### src/rtl/scoreboard_pkg.sv
// Shared geometry, digit codes and commit-FSM encoding for the score overlay.
// Optional build macro: SCOREBOARD_LEADING_ZERO_BLANK_EN (blanks a tens digit of 0).
package scoreboard_pkg;

   localparam logic [8:0] CELL_W      = 9'd16;
   localparam logic [8:0] CELL_H      = 9'd16;
   localparam logic [2:0] GLYPH_W     = 3'd5;
   localparam logic [2:0] GLYPH_H     = 3'd5;
   localparam logic [3:0] DIGIT_BLANK = 4'hF;
   localparam int         BCD2_W      = 8;

   typedef enum logic {
      IDLE    = 1'b0,
      PENDING = 1'b1
   } commit_state_t;

   // Select the tens or ones digit of a 2-digit BCD score for the ROM.
   function automatic logic [3:0] pick_digit(input logic [BCD2_W-1:0] score,
                                             input logic              ones);
      if (ones) return score[3:0];
`ifdef SCOREBOARD_LEADING_ZERO_BLANK_EN
      if (score[7:4] == 4'd0) return DIGIT_BLANK;
`endif
      return score[7:4];
   endfunction

endpackage

### src/rtl/scoreboard_digits_bcd2_counter.sv
// Two-digit BCD counter that saturates at 99. clear beats inc; hold blocks inc.
// count_next/changed are exposed so the owner can track pending updates.
module bcd2_counter
   import scoreboard_pkg::*;
(
   input  logic              clk,
   input  logic              reset,
   input  logic              inc,
   input  logic              clear,
   input  logic              hold,
   output logic [BCD2_W-1:0] count,
   output logic [BCD2_W-1:0] count_next,
   output logic              changed
);

   // Next value: clear, else decimal increment unless held or already 99.
   always_comb begin
      count_next = count;
      if (clear) begin
         count_next = '0;
      end else if (inc && !hold && (count != 8'h99)) begin
         if (count[3:0] == 4'd9) count_next = {count[7:4] + 4'd1, 4'd0};
         else                    count_next = {count[7:4], count[3:0] + 4'd1};
      end
      changed = (count_next != count);
   end

   // Score register.
   always_ff @(posedge clk or negedge reset) begin
      if (!reset) count <= '0;
      else        count <= count_next;
   end

endmodule

### src/rtl/scoreboard_digits.sv
// Two-player BCD score keeper and score-overlay pixel generator feeding a 5x5 digit ROM.
// Optional build macro: SCOREBOARD_LEADING_ZERO_BLANK_EN (see scoreboard_pkg).
//
// state   | meaning
// IDLE    | display copy matches live scores
// PENDING | live scores changed, waiting for the commit scanline
module scoreboard_digits
   import scoreboard_pkg::*;
#(
   parameter logic [8:0]        SCORE_Y     = 9'd16,
   parameter logic [8:0]        P1_X        = 9'd32,
   parameter logic [8:0]        P2_X        = 9'd192,
   parameter logic [8:0]        COMMIT_LINE = 9'd240,
   parameter logic [BCD2_W-1:0] WIN_SCORE   = 8'h15
)(
   input  logic              clk,
   input  logic              reset,
   input  logic [8:0]        hpos,
   input  logic [8:0]        vpos,
   input  logic              display_on,
   input  logic              inc_p1,
   input  logic              inc_p2,
   input  logic              clear,
   output logic [3:0]        digit,
   output logic [2:0]        yofs,
   input  logic [4:0]        bits,
   output logic              score_pixel,
   output logic [BCD2_W-1:0] p1_score,
   output logic [BCD2_W-1:0] p2_score,
   output logic              win,
   output logic              update_pending
);

   logic [BCD2_W-1:0] p1_next, p2_next, disp_p1, disp_p2;
   logic              p1_chg, p2_chg, commit;
   commit_state_t     state, state_next;

   assign win = (p1_score >= WIN_SCORE) || (p2_score >= WIN_SCORE);

   bcd2_counter u_p1 (
      .clk(clk), .reset(reset), .inc(inc_p1), .clear(clear), .hold(win),
      .count(p1_score), .count_next(p1_next), .changed(p1_chg)
   );

   bcd2_counter u_p2 (
      .clk(clk), .reset(reset), .inc(inc_p2), .clear(clear), .hold(win),
      .count(p2_score), .count_next(p2_next), .changed(p2_chg)
   );

   // Commit decision: the commit cycle always lands in IDLE with fresh display values.
   always_comb begin
      state_next = state;
      commit     = (vpos == COMMIT_LINE) && (hpos == 9'd0);
      if (commit)                state_next = IDLE;
      else if (p1_chg || p2_chg) state_next = PENDING;
   end

   // State register and display copy, loaded from the post-update live value.
   always_ff @(posedge clk or negedge reset) begin
      if (!reset) begin
         state   <= IDLE;
         disp_p1 <= '0;
         disp_p2 <= '0;
      end else begin
         state <= state_next;
         if (commit) begin
            disp_p1 <= p1_next;
            disp_p2 <= p2_next;
         end
      end
   end

   assign update_pending = (state == PENDING);

   logic [8:0] rel_y, rel_x1, rel_x2;
   logic       row_hit, p1_hit, p2_hit;
   logic [3:0] digit_d;
   logic [2:0] yofs_d, xofs_d, xofs_q, glyph_col;
   logic       inbox_d, inbox_q, don_q;

   // Stage-1 decode: which cell the beam is in and which ROM row/column it needs.
   always_comb begin
      rel_y   = vpos - SCORE_Y;
      rel_x1  = hpos - P1_X;
      rel_x2  = hpos - P2_X;
      row_hit = (vpos >= SCORE_Y) && (rel_y < CELL_H) && (rel_y[3:1] < GLYPH_H);
      p1_hit  = (hpos >= P1_X) && (rel_x1 < (CELL_W + CELL_W));
      p2_hit  = (hpos >= P2_X) && (rel_x2 < (CELL_W + CELL_W));
      digit_d = DIGIT_BLANK;
      yofs_d  = 3'd0;
      xofs_d  = 3'd0;
      inbox_d = 1'b0;
      if (row_hit && p1_hit) begin
         digit_d = pick_digit(disp_p1, rel_x1[4]);
         yofs_d  = rel_y[3:1];
         xofs_d  = rel_x1[3:1];
         inbox_d = 1'b1;
      end else if (row_hit && p2_hit) begin
         digit_d = pick_digit(disp_p2, rel_x2[4]);
         yofs_d  = rel_y[3:1];
         xofs_d  = rel_x2[3:1];
         inbox_d = 1'b1;
      end
   end

   // Stage-1 registers driving the ROM address.
   always_ff @(posedge clk or negedge reset) begin
      if (!reset) begin
         digit   <= DIGIT_BLANK;
         yofs    <= 3'd0;
         xofs_q  <= 3'd0;
         inbox_q <= 1'b0;
         don_q   <= 1'b0;
      end else begin
         digit   <= digit_d;
         yofs    <= yofs_d;
         xofs_q  <= xofs_d;
         inbox_q <= inbox_d;
         don_q   <= display_on;
      end
   end

   // Bit 4 of the ROM row is the leftmost glyph column.
   assign glyph_col = 3'd4 - xofs_q;

   // Stage-2: pick the glyph bit for this column.
   always_ff @(posedge clk or negedge reset) begin
      if (!reset) score_pixel <= 1'b0;
      else        score_pixel <= inbox_q && don_q && (xofs_q < GLYPH_W) && bits[glyph_col];
   end

endmodule

### config.mk
export PLATFORM = sky130hd
export DESIGN_NAME = scoreboard_digits
export DESIGN_NICKNAME = d
export VERILOG_FILES = /design/src/rtl/scoreboard_pkg.sv /design/src/rtl/scoreboard_digits_bcd2_counter.sv /design/src/rtl/scoreboard_digits.sv
export SDC_FILE = /design/constraint.sdc
export NUM_CORES = 1
export LEC_CHECK = 0
export CAP_MARGIN = 0
export CORE_ASPECT_RATIO = 1.2
export CORE_UTILIZATION = 51
export CTS_CLUSTER_DIAMETER = 40
export DETAILED_ROUTE_END_ITERATION = 6
export PLACE_DENSITY = 0.83
export SETUP_SLACK_MARGIN = 0.05
export SLEW_MARGIN = 40
export SYNTH_ARGS = -nofsm -noshare
export SYNTH_HDL_FRONTEND = slang
export SYNTH_HIERARCHICAL = 1
export SYNTH_SLANG_ARGS = --single-unit
### constraint.sdc
create_clock -name clk -period 3.16 [get_ports clk]
set_clock_uncertainty 0.1 [all_clocks]
set_input_delay 0.79 -clock clk [delete_from_list [all_inputs] [get_ports clk]]
set_output_delay 0.79 -clock clk [all_outputs]
set_load 0.02 [all_outputs]
==> results of run 1 <==
## stage by stage
| stage | area [sq um] | power [W] | hold slack (ns) | utilization (%) | instances |
|---|---|---|---|---|---|
| after floorplan | 2534 | 0.0006676 | 0.3645 | - | 215 |
| after global placement | 3136 | 0.0007403 | 0.3731 | 66.77 | 328 |
| after detailed placement | 3138 | 0.0007440 | 0.3775 | 66.83 | 328 |
| after CTS | 3248 | 0.001151 | 0.3923 | 69.17 | 336 |
| after global routing | 3248 | 0.001185 | 0.4165 | 69.17 | 336 |
| final | 3248 | 0.001140 | 0.3746 | 69.17 | 336 |
## logic make-up (layout without fill, tap and decap cells)
group                      after synthesis  after routing
xor gates and xnor gates                 5              5
DFF                                     46             46
adders and majority gates               10             10
muxes                                   31             31
and+or+nand+nor                         70             70
AOI/OAI and AO/OA                       36             36
buffers and inverters                   17             80
## area by class of cell
cell class	instances	area (sq um)
fillers	360	1448
multi-input cells	152	1285
flip-flops and latches	46	1156
repair buffers	59	575.6
clock buffers	8	110.1
well taps	58	72.57
inverters	13	48.80
## critical path: stages (launching register included)
cell	delay, ns
dfrtp_1	0.46
o21a_1	0.21
o21ai_0	0.18
nand4_1	0.23
clkdlybuf4s50_1	0.60
## registers in the layout, summed over array words and instances (netlist names)
| signal | count |
|---|---|
| score_pixel | 1 |
| don_q | 1 |
| disp_p2 | 8 |
| u_p1/count | 8 |
| u_p2/count | 8 |
| yofs | 3 |
| update_pending | 1 |
| xofs_q | 3 |
| digit | 4 |
| inbox_q | 1 |
| disp_p1 | 8 |
## how the worst max path moves through the flow
stage	to	startpoint	slack, ns	depth (start not counted)
detailed placement	digit[2]	hpos[6]	0.19	7
global placement	disp_p2[7]	hpos[6]	0.37	7
CTS	win	u_p1/count[0]	0.27	4
finish	win	u_p1/count[0]	0.30	4
global route	win	u_p1/count[0]	0.16	4
floorplan	disp_p1[5]	u_p1/count[0]	0.53	7
## where the power goes
group	switching, W	leakage [nW]	total [W]	internal [W]
registers	0.00000848	0.618	0.000602	0.000594
clock network	0.000187	0.0575	0.000408	0.000221
logic	0.0000642	0.734	0.000131	0.0000664
total	0.000260	1.41	0.00114	0.000881
## layer usage
| metal | vias up | part of all wire, % | wire [um] |
|---|---|---|---|
| met5 | - | 0 | 0 |
| met2 | 74 | 48 | 2587 |
| met3 | 8 | 5.6 | 302 |
| li1 | 927 | - | - |
| met4 | 0 | 1.6 | 84 |
| met1 | 946 | 45 | 2385 |
## synth_stat cells, drive strengths merged
| library cell | n |
|---|---|
| nor4b | 5 |
| o21a | 5 |
| o21ai | 9 |
| dfstp | 4 |
| nor3b | 8 |
| a21oi | 5 |
| and3b | 2 |
| or3 | 2 |
| mux2i | 8 |
| nor2 | 16 |
| xnor2 | 5 |
| a41oi | 2 |
| nand4b | 2 |
| mux4 | 1 |
| mux2 | 22 |
| o31ai | 2 |
| and4bb | 1 |
| dfrtp | 42 |
| nor4 | 6 |
| nand2b | 2 |
| nand4bb | 2 |
| a22oi | 4 |
| nand3 | 6 |
| nor3 | 3 |
| o31a | 1 |
| dlymetal6s2s | 2 |
| nand2 | 2 |
| inv | 13 |
| a311oi | 1 |
| a211oi | 4 |
| and2 | 2 |
| nand4 | 3 |
| nor2b | 5 |
| ha | 10 |
| buf | 2 |
| or4 | 2 |
| nand3b | 1 |
| a2111o | 2 |
| a32oi | 1 |
==> flow_summary.json, run 1 <==
{
  "end_kind": "output port",
  "rr_worst_depth": 7,
  "die_w_um": 66.34,
  "grt_pass1_wl_um": 9059,
  "post_cts_buffers": 0,
  "drc": 0,
  "cap_violations": 0,
  "cts_buffer_depth": 2,
  "ant_nets": 0,
  "synth-xor-area-share_pct": 1.728,
  "fin_ws_ns": 0.3043,
  "grt-ovfl-total": 0,
  "synth.net_count": 254,
  "worstReg2RegEnd": "disp_p2[4]",
  "clkTransAtPathRegs_ns": 0.09,
  "insertion_delay_ns": 0.30,
  "dieArea_sq_mm": 0.005255,
  "drtIter0Drc": 136,
  "coreArea_sq_mm": 0.004696,
  "synth-simple-area-share_pct": 19.01,
  "synth_compound_area_share_pct": 9.877,
  "relSlewSlack_pct": 52.84,
  "avgSynthCellArea_sq_um": 11.78,
  "post-place-ws_ns": 0.1854,
  "cts_tree": "yes",
  "vias": 1955,
  "ys_top_cells_by_area": "dfrtp_1 41%, mux2_2 5.8%, mux2_4 5.3%",
  "fin_crit_ns": 2.856,
  "regToRegStartpoint": "u_p1/count[0]",
  "vias_per_cell": 5.818,
  "ir_worst_vdd_v": 0.0002645,
  "drt-pass1-iter-count": 4,
  "grt_use_met3_pct": 4.310,
  "synth-adder-area-share_pct": 4.938,
  "max_freq_mhz": 350.2,
  "grt_util_met2_pct": 37.04,
  "hold_viol_final": 0,
  "top_usage_layer": "met2",
  "setup_viol": 0,
  "place_congestion": 0.7795,
  "worstPathRequired_ns": 2.27,
  "drive_gt1_share_pct": 17.27,
  "ys_seq_elements": 46,
  "grtUsageMet1_pct": 30.81,
  "yosys.area.top_type_share_pct": 41.48,
  "num_antenna_cells": 0,
  "cts_num_sinks": 46,
  "ioPinCount": 55,
  "synth_top_family_by_area": "simple AND/OR/NAND/NOR gates",
  "grt_max_degree": 47,
  "die_h_um": 79.21,
  "ctsResizeCount": 0,
  "min_period_over_period_pct": 90.37,
  "final_common_cell": "clkdlybuf4s50_1",
  "outcome": "completed",
  "start_util_pct": 53.96,
  "root_buffer": "clkbuf_8",
  "port_buffers": 54,
  "slew_violations": 0,
  "critPathLaunchType": "register",
  "cp_max_fo": 8,
  "syn_area_sq_mm": 0.002534,
  "regToRegSetupSlack_ns": 0.39,
  "row_count": 27,
  "hpwl_um": 3988,
  "gr-usage-all-layers_pct": 23.06,
  "numCtsBuffers": 5,
  "yosysTopAreaCell": "dfrtp_1",
  "mostFrequentLayoutCells": "53 x clkdlybuf4s50_1, 42 x dfrtp_1, 16 x nor2_1",
  "synthDistinctLibCells": 46,
  "htreeDepth": 2,
  "muxShareOfSynthArea_pct": 15.16,
  "rsz0062_at_grt": "false",
  "grt_pass1_vias": 1918,
  "nets": 316,
  "ys_seq_area_share_pct": 45.63,
  "power_density_mw_per_mm2": 351.1,
  "tightest_slew_ns": 0.7052,
  "min_path_type": "in -> async",
  "hold_buffers": 0,
  "ys_warn_count": 6,
  "synthToLayoutAreaGrowth_pct": 28.20,
  "power.leakage_nw": 1.410,
  "critPathKind": "reg -> out",
  "critical_path_arrival_ns": 1.97,
  "setup_tns_ns": 0,
  "synth_cells": 215,
  "wl_um": 5359,
  "wl_per_cell_um": 15.95,
  "antenna_found_initial": 0
}
Power figures use the tool's default switching activity.
==> run 2: changes to the inputs <==
--- a/config.mk
+++ b/config.mk
@@ -10,6 +10,7 @@
 export CORE_UTILIZATION = 51
 export CTS_CLUSTER_DIAMETER = 40
 export DETAILED_ROUTE_END_ITERATION = 6
+export MAX_ROUTING_LAYER = met4
 export PLACE_DENSITY = 0.83
 export SETUP_SLACK_MARGIN = 0.05
 export SLEW_MARGIN = 40
==> flow_summary.json, run 2 (same netlist as run 1, synthesis figures left out) <==
{
  "grt_max_degree": 47,
  "cp_max_fo": 8,
  "port_buffers": 54,
  "num_antenna_cells": 0,
  "nets": 316,
  "tightest_slew_ns": 0.7050,
  "die_h_um": 79.21,
  "coreArea_sq_mm": 0.004696,
  "critPathKind": "reg -> out",
  "cts_buffer_depth": 2,
  "setup_viol": 0,
  "cp_cell_sequence": "o21a_1, o21ai_0, nand4_1, clkdlybuf4s50_1",
  "grt_pass1_vias": 1919,
  "hold_slack_ns": 0.3741,
  "vias_per_cell": 5.833,
  "die_w_um": 66.34,
  "cts_num_sinks": 46,
  "clkTransAtPathRegs_ns": 0.08,
  "dieArea_sq_mm": 0.005255,
  "antenna_found_initial": 0,
  "hold_viol_final": 0,
  "setup_tns_ns": 0,
  "critPathMaxStageDelay_ns": 0.60,
  "power_density_mw_per_mm2": 350.8,
  "post_cts_buffers": 0,
  "grt-ovfl-total": 0,
  "min_period_over_period_pct": 90.24,
  "end_kind": "output port",
  "cpMaxStageDelayCell": "clkdlybuf4s50_1",
  "root_buffer": "clkbuf_8",
  "worstPathRequired_ns": 2.27,
  "outcome": "completed",
  "hold_buffers": 0,
  "grt_pass1_wl_um": 9045,
  "rr_worst_depth": 7,
  "ant_nets": 0,
  "numCtsBuffers": 5,
  "drtIter0Drc": 128,
  "max_freq_mhz": 350.7,
  "vias": 1960,
  "ioPinCount": 55,
  "slew_violations": 0,
  "critPathLaunchType": "register",
  "ctsResizeCount": 0,
  "wl_um": 5343,
  "insertion_delay_ns": 0.30,
  "critPathBufInv": 1,
  "power.leakage_nw": 1.410,
  "drive_gt1_share_pct": 17.27,
  "critical_path_arrival_ns": 1.96,
  "drc": 0,
  "critPathTopFamily": "buffers and inverters",
  "gr-usage-all-layers_pct": 23.66,
  "final_core_util_pct": 69.17,
  "hpwl_um": 3988,
  "htreeDepth": 2,
  "drt-pass1-iter-count": 4,
  "wl_per_cell_um": 15.90,
  "relSlewSlack_pct": 52.85,
  "cap_violations": 0,
  "row_count": 27,
  "ir_worst_vdd_v": 0.0002649,
  "min_path_type": "in -> async",
  "path_depth": 4,
  "mostFrequentLayoutCells": "53 x clkdlybuf4s50_1, 42 x dfrtp_1, 16 x nor2_1",
  "fin_crit_ns": 2.851,
  "synthToLayoutAreaGrowth_pct": 28.20,
  "place_congestion": 0.7903,
  "start_util_pct": 53.96,
  "rsz0062_at_grt": "false",
  "final_common_cell": "clkdlybuf4s50_1",
  "cts_tree": "yes"
}
==> run 2: area by class of cell <==
class / instances / area (sq um)
fill: 360 / 1448
multi-input combinational: 152 / 1285
sequential: 46 / 1156
timing repair buffer: 59 / 575.6
clock buffer: 8 / 110.1
tap: 58 / 72.57
inverter: 13 / 48.80
==> run 2: worst paths after layout <==
kind,from,end,slack (ns)
setup / recovery,u_p1/count[0],win,0.31
hold / removal,reset,u_p2/count[0],0.37
setup reg to reg,u_p1/count[0],disp_p2[5],0.39
hold reg to reg,don_q,score_pixel,0.39
max in group asynchronous,reset,digit[3],2.19
min in group clk,don_q,score_pixel,0.39
==> run 2: per-stage QoR <==
stage / std cells / worst slack, ns / total power [W] / cell area, sq um
2_1_floorplan: 215 / 0.5257 / 0.0006676 / 2534
3_3_place_gp: 328 / 0.3661 / 0.0007403 / 3136
3_5_place_dp: 328 / 0.1854 / 0.0007440 / 3138
4_1_cts: 336 / 0.2711 / 0.001151 / 3248
5_1_grt: 336 / 0.1597 / 0.001185 / 3248
6_report: 336 / 0.3085 / 0.001139 / 3248
==> run 2: where the power goes <==
group          total [W]  switching, W  internal [W]
Clock           0.000407      0.000186      0.000221
Sequential      0.000602    0.00000848      0.000594
Combinational   0.000130     0.0000639     0.0000664
==> run 2: layer usage <==
metal	GRT usage, %	part of all wire [%]	routed length [um]	up-vias
met2	37.04	48	2583	80
met5	-	0	0	-
met3	4.454	6.0	320	8
met1	30.63	44	2356	948
li1	-	-	-	924
met4	8.298	1.5	82	0
==> run 3: changes to the inputs <==
--- a/config.mk
+++ b/config.mk
@@ -7,11 +7,11 @@
 export LEC_CHECK = 0
 export CAP_MARGIN = 0
 export CORE_ASPECT_RATIO = 1.2
-export CORE_UTILIZATION = 51
+export CORE_UTILIZATION = 50
 export CTS_CLUSTER_DIAMETER = 40
 export DETAILED_ROUTE_END_ITERATION = 6
 export MAX_ROUTING_LAYER = met4
-export PLACE_DENSITY = 0.83
+export PLACE_DENSITY = 0.82
 export SETUP_SLACK_MARGIN = 0.05
 export SLEW_MARGIN = 40
 export SYNTH_ARGS = -nofsm -noshare
==> flow_summary.json, run 3 (same netlist as run 1, synthesis figures left out) <==
{
  "critPathCapture": "win",
  "grt_pass1_wl_um": 8590,
  "cap_violations": 0,
  "insertion_delay_ns": 0.29,
  "drt-pass1-iter-count": 6,
  "critPathLaunchType": "register",
  "ir_worst_vdd_v": 0.0001709,
  "setup_tns_ns": 0,
  "htreeDepth": 2,
  "relSlewSlack_pct": 62.69,
  "cts_num_sinks": 46,
  "drive_gt1_share_pct": 16.61,
  "dieArea_sq_mm": 0.005357,
  "outcome": "finished with violations",
  "seqPwrFrac_pct": 52.1,
  "grt_pass1_vias": 1832,
  "cpMaxStageDelayCell": "clkdlybuf4s50_1",
  "grt-ovfl-total": 0,
  "worstReg2RegEnd": "disp_p1[4]",
  "regToRegSetupSlack_ns": 0.39,
  "p_clk_share_pct": 36.8,
  "hpwl_um": 3904,
  "wl_per_cell_um": 15.50,
  "fin_ws_ns": 0.2592,
  "die_h_um": 79.98,
  "port_buffers": 54,
  "numCtsBuffers": 5,
  "max_freq_mhz": 344.7,
  "antenna_found_initial": 0,
  "mostFrequentLayoutCells": "53 x clkdlybuf4s50_1, 42 x dfrtp_1, 16 x nor2_1",
  "setup_viol": 0,
  "cts_tree": "yes",
  "hold_slack_ns": 0.3839,
  "cts_buffer_depth": 2,
  "fin_crit_ns": 2.901,
  "rsz0062_at_grt": "false",
  "tightest_slew_ns": 0.5597,
  "synthToLayoutAreaGrowth_pct": 28.00,
  "switching_share_pct": 22.61,
  "clkTransAtPathRegs_ns": 0.08,
  "num_antenna_cells": 0,
  "vias": 1894,
  "end_kind": "output port",
  "regToRegStartpoint": "u_p1/count[0]",
  "min_path_type": "in -> async",
  "p_sw_w": 0.0002614,
  "critPathLaunch": "u_p1/count[0]",
  "ioPinCount": 55,
  "start_util_pct": 51.66,
  "stdcell_area_sq_mm": 0.003243,
  "final_common_cell": "clkdlybuf4s50_1",
  "wl_um": 5225,
  "place_congestion": 0.8627,
  "drtIter0Drc": 99,
  "post_cts_buffers": 0,
  "critPathMaxStageDelay_ns": 0.61,
  "critical_path_arrival_ns": 2.01,
  "min_period_over_period_pct": 91.80,
  "pwr-share-comb_pct": 11.2,
  "die_w_um": 66.99,
  "slew_violations": 0,
  "ctsResizeCount": 0,
  "gr-usage-all-layers_pct": 21.92,
  "coreArea_sq_mm": 0.004905,
  "power_density_mw_per_mm2": 356.5,
  "root_buffer": "clkbuf_8",
  "power.leakage_nw": 1.399,
  "vias_per_cell": 5.620,
  "drc": 2,
  "post-place-ws_ns": 0.3511,
  "failed_checks": "DRC",
  "nets": 315,
  "cp_max_fo": 8,
  "critPathKind": "reg -> out",
  "ant_nets": 0,
  "internal_power_w": 0.0008948,
  "final_core_util_pct": 66.12,
  "cp_cell_sequence": "o21a_1, o21ai_0, nand4_1, clkdlybuf4s50_1",
  "hold_buffers": 0,
  "hold_viol_final": 0,
  "worstPathRequired_ns": 2.27,
  "grt_max_degree": 47,
  "rr_worst_depth": 7,
  "row_count": 28,
  "placed_area_sq_mm": 0.003133
}
[run 3: area by class of cell]
type	instances	area [sq um]
fillers	397	1662
multi-input cells	152	1285
flip-flops and latches	46	1156
repair buffers	58	568.0
well taps	60	75.07
clock buffers	6	72.57
inverters	13	48.80
clock inverters	2	37.54
[run 3: power by group through the flow]
stage               Clock, W  Sequential [W]  Combinational (W)
floorplan                  0        0.000617          0.0000503
global placement           0        0.000613           0.000126
detailed placement         0        0.000613           0.000130
CTS                 0.000437        0.000602           0.000130
global route        0.000462        0.000603           0.000142
finish              0.000425        0.000602           0.000129
[run 3: worst min path at each step]
stage / startpoint / end / depth (start not counted)
floorplan: don_q / score_pixel / 2
global placement: update_pending / update_pending / 1
detailed placement: disp_p1[5] / disp_p1[5] / 1
CTS: reset / u_p2/count[1] / 1
global route: reset / u_p2/count[0] / 1
finish: reset / u_p2/count[0] / 1
[run 3: stage by stage]
step / instances / total power, W
6_report: 337 / 0.001156
5_1_grt: 337 / 0.001207
4_1_cts: 337 / 0.001169
3_5_place_dp: 329 / 0.0007430
3_3_place_gp: 329 / 0.0007393
2_1_floorplan: 215 / 0.0006676
[run 3: critical path: cells and delay by family (launching register included)]
kind | cells | cell delay (ns)
buffers and inverters | 1 | 0.61
DFF | 1 | 0.46
AOI/OAI and AO/OA | 2 | 0.40
and+or+nand+nor | 1 | 0.25
[run 3: per-layer routing]
metal  global-route usage [%]  vias to the layer above  part of all wire [%]
li1                         -                      918                     -
met2                    33.64                       58                    49
met3                    2.714                        4                   2.9
met4                    5.957                        0                  0.92
met5                        -                        -                     0
met1                    30.54                      914                    47
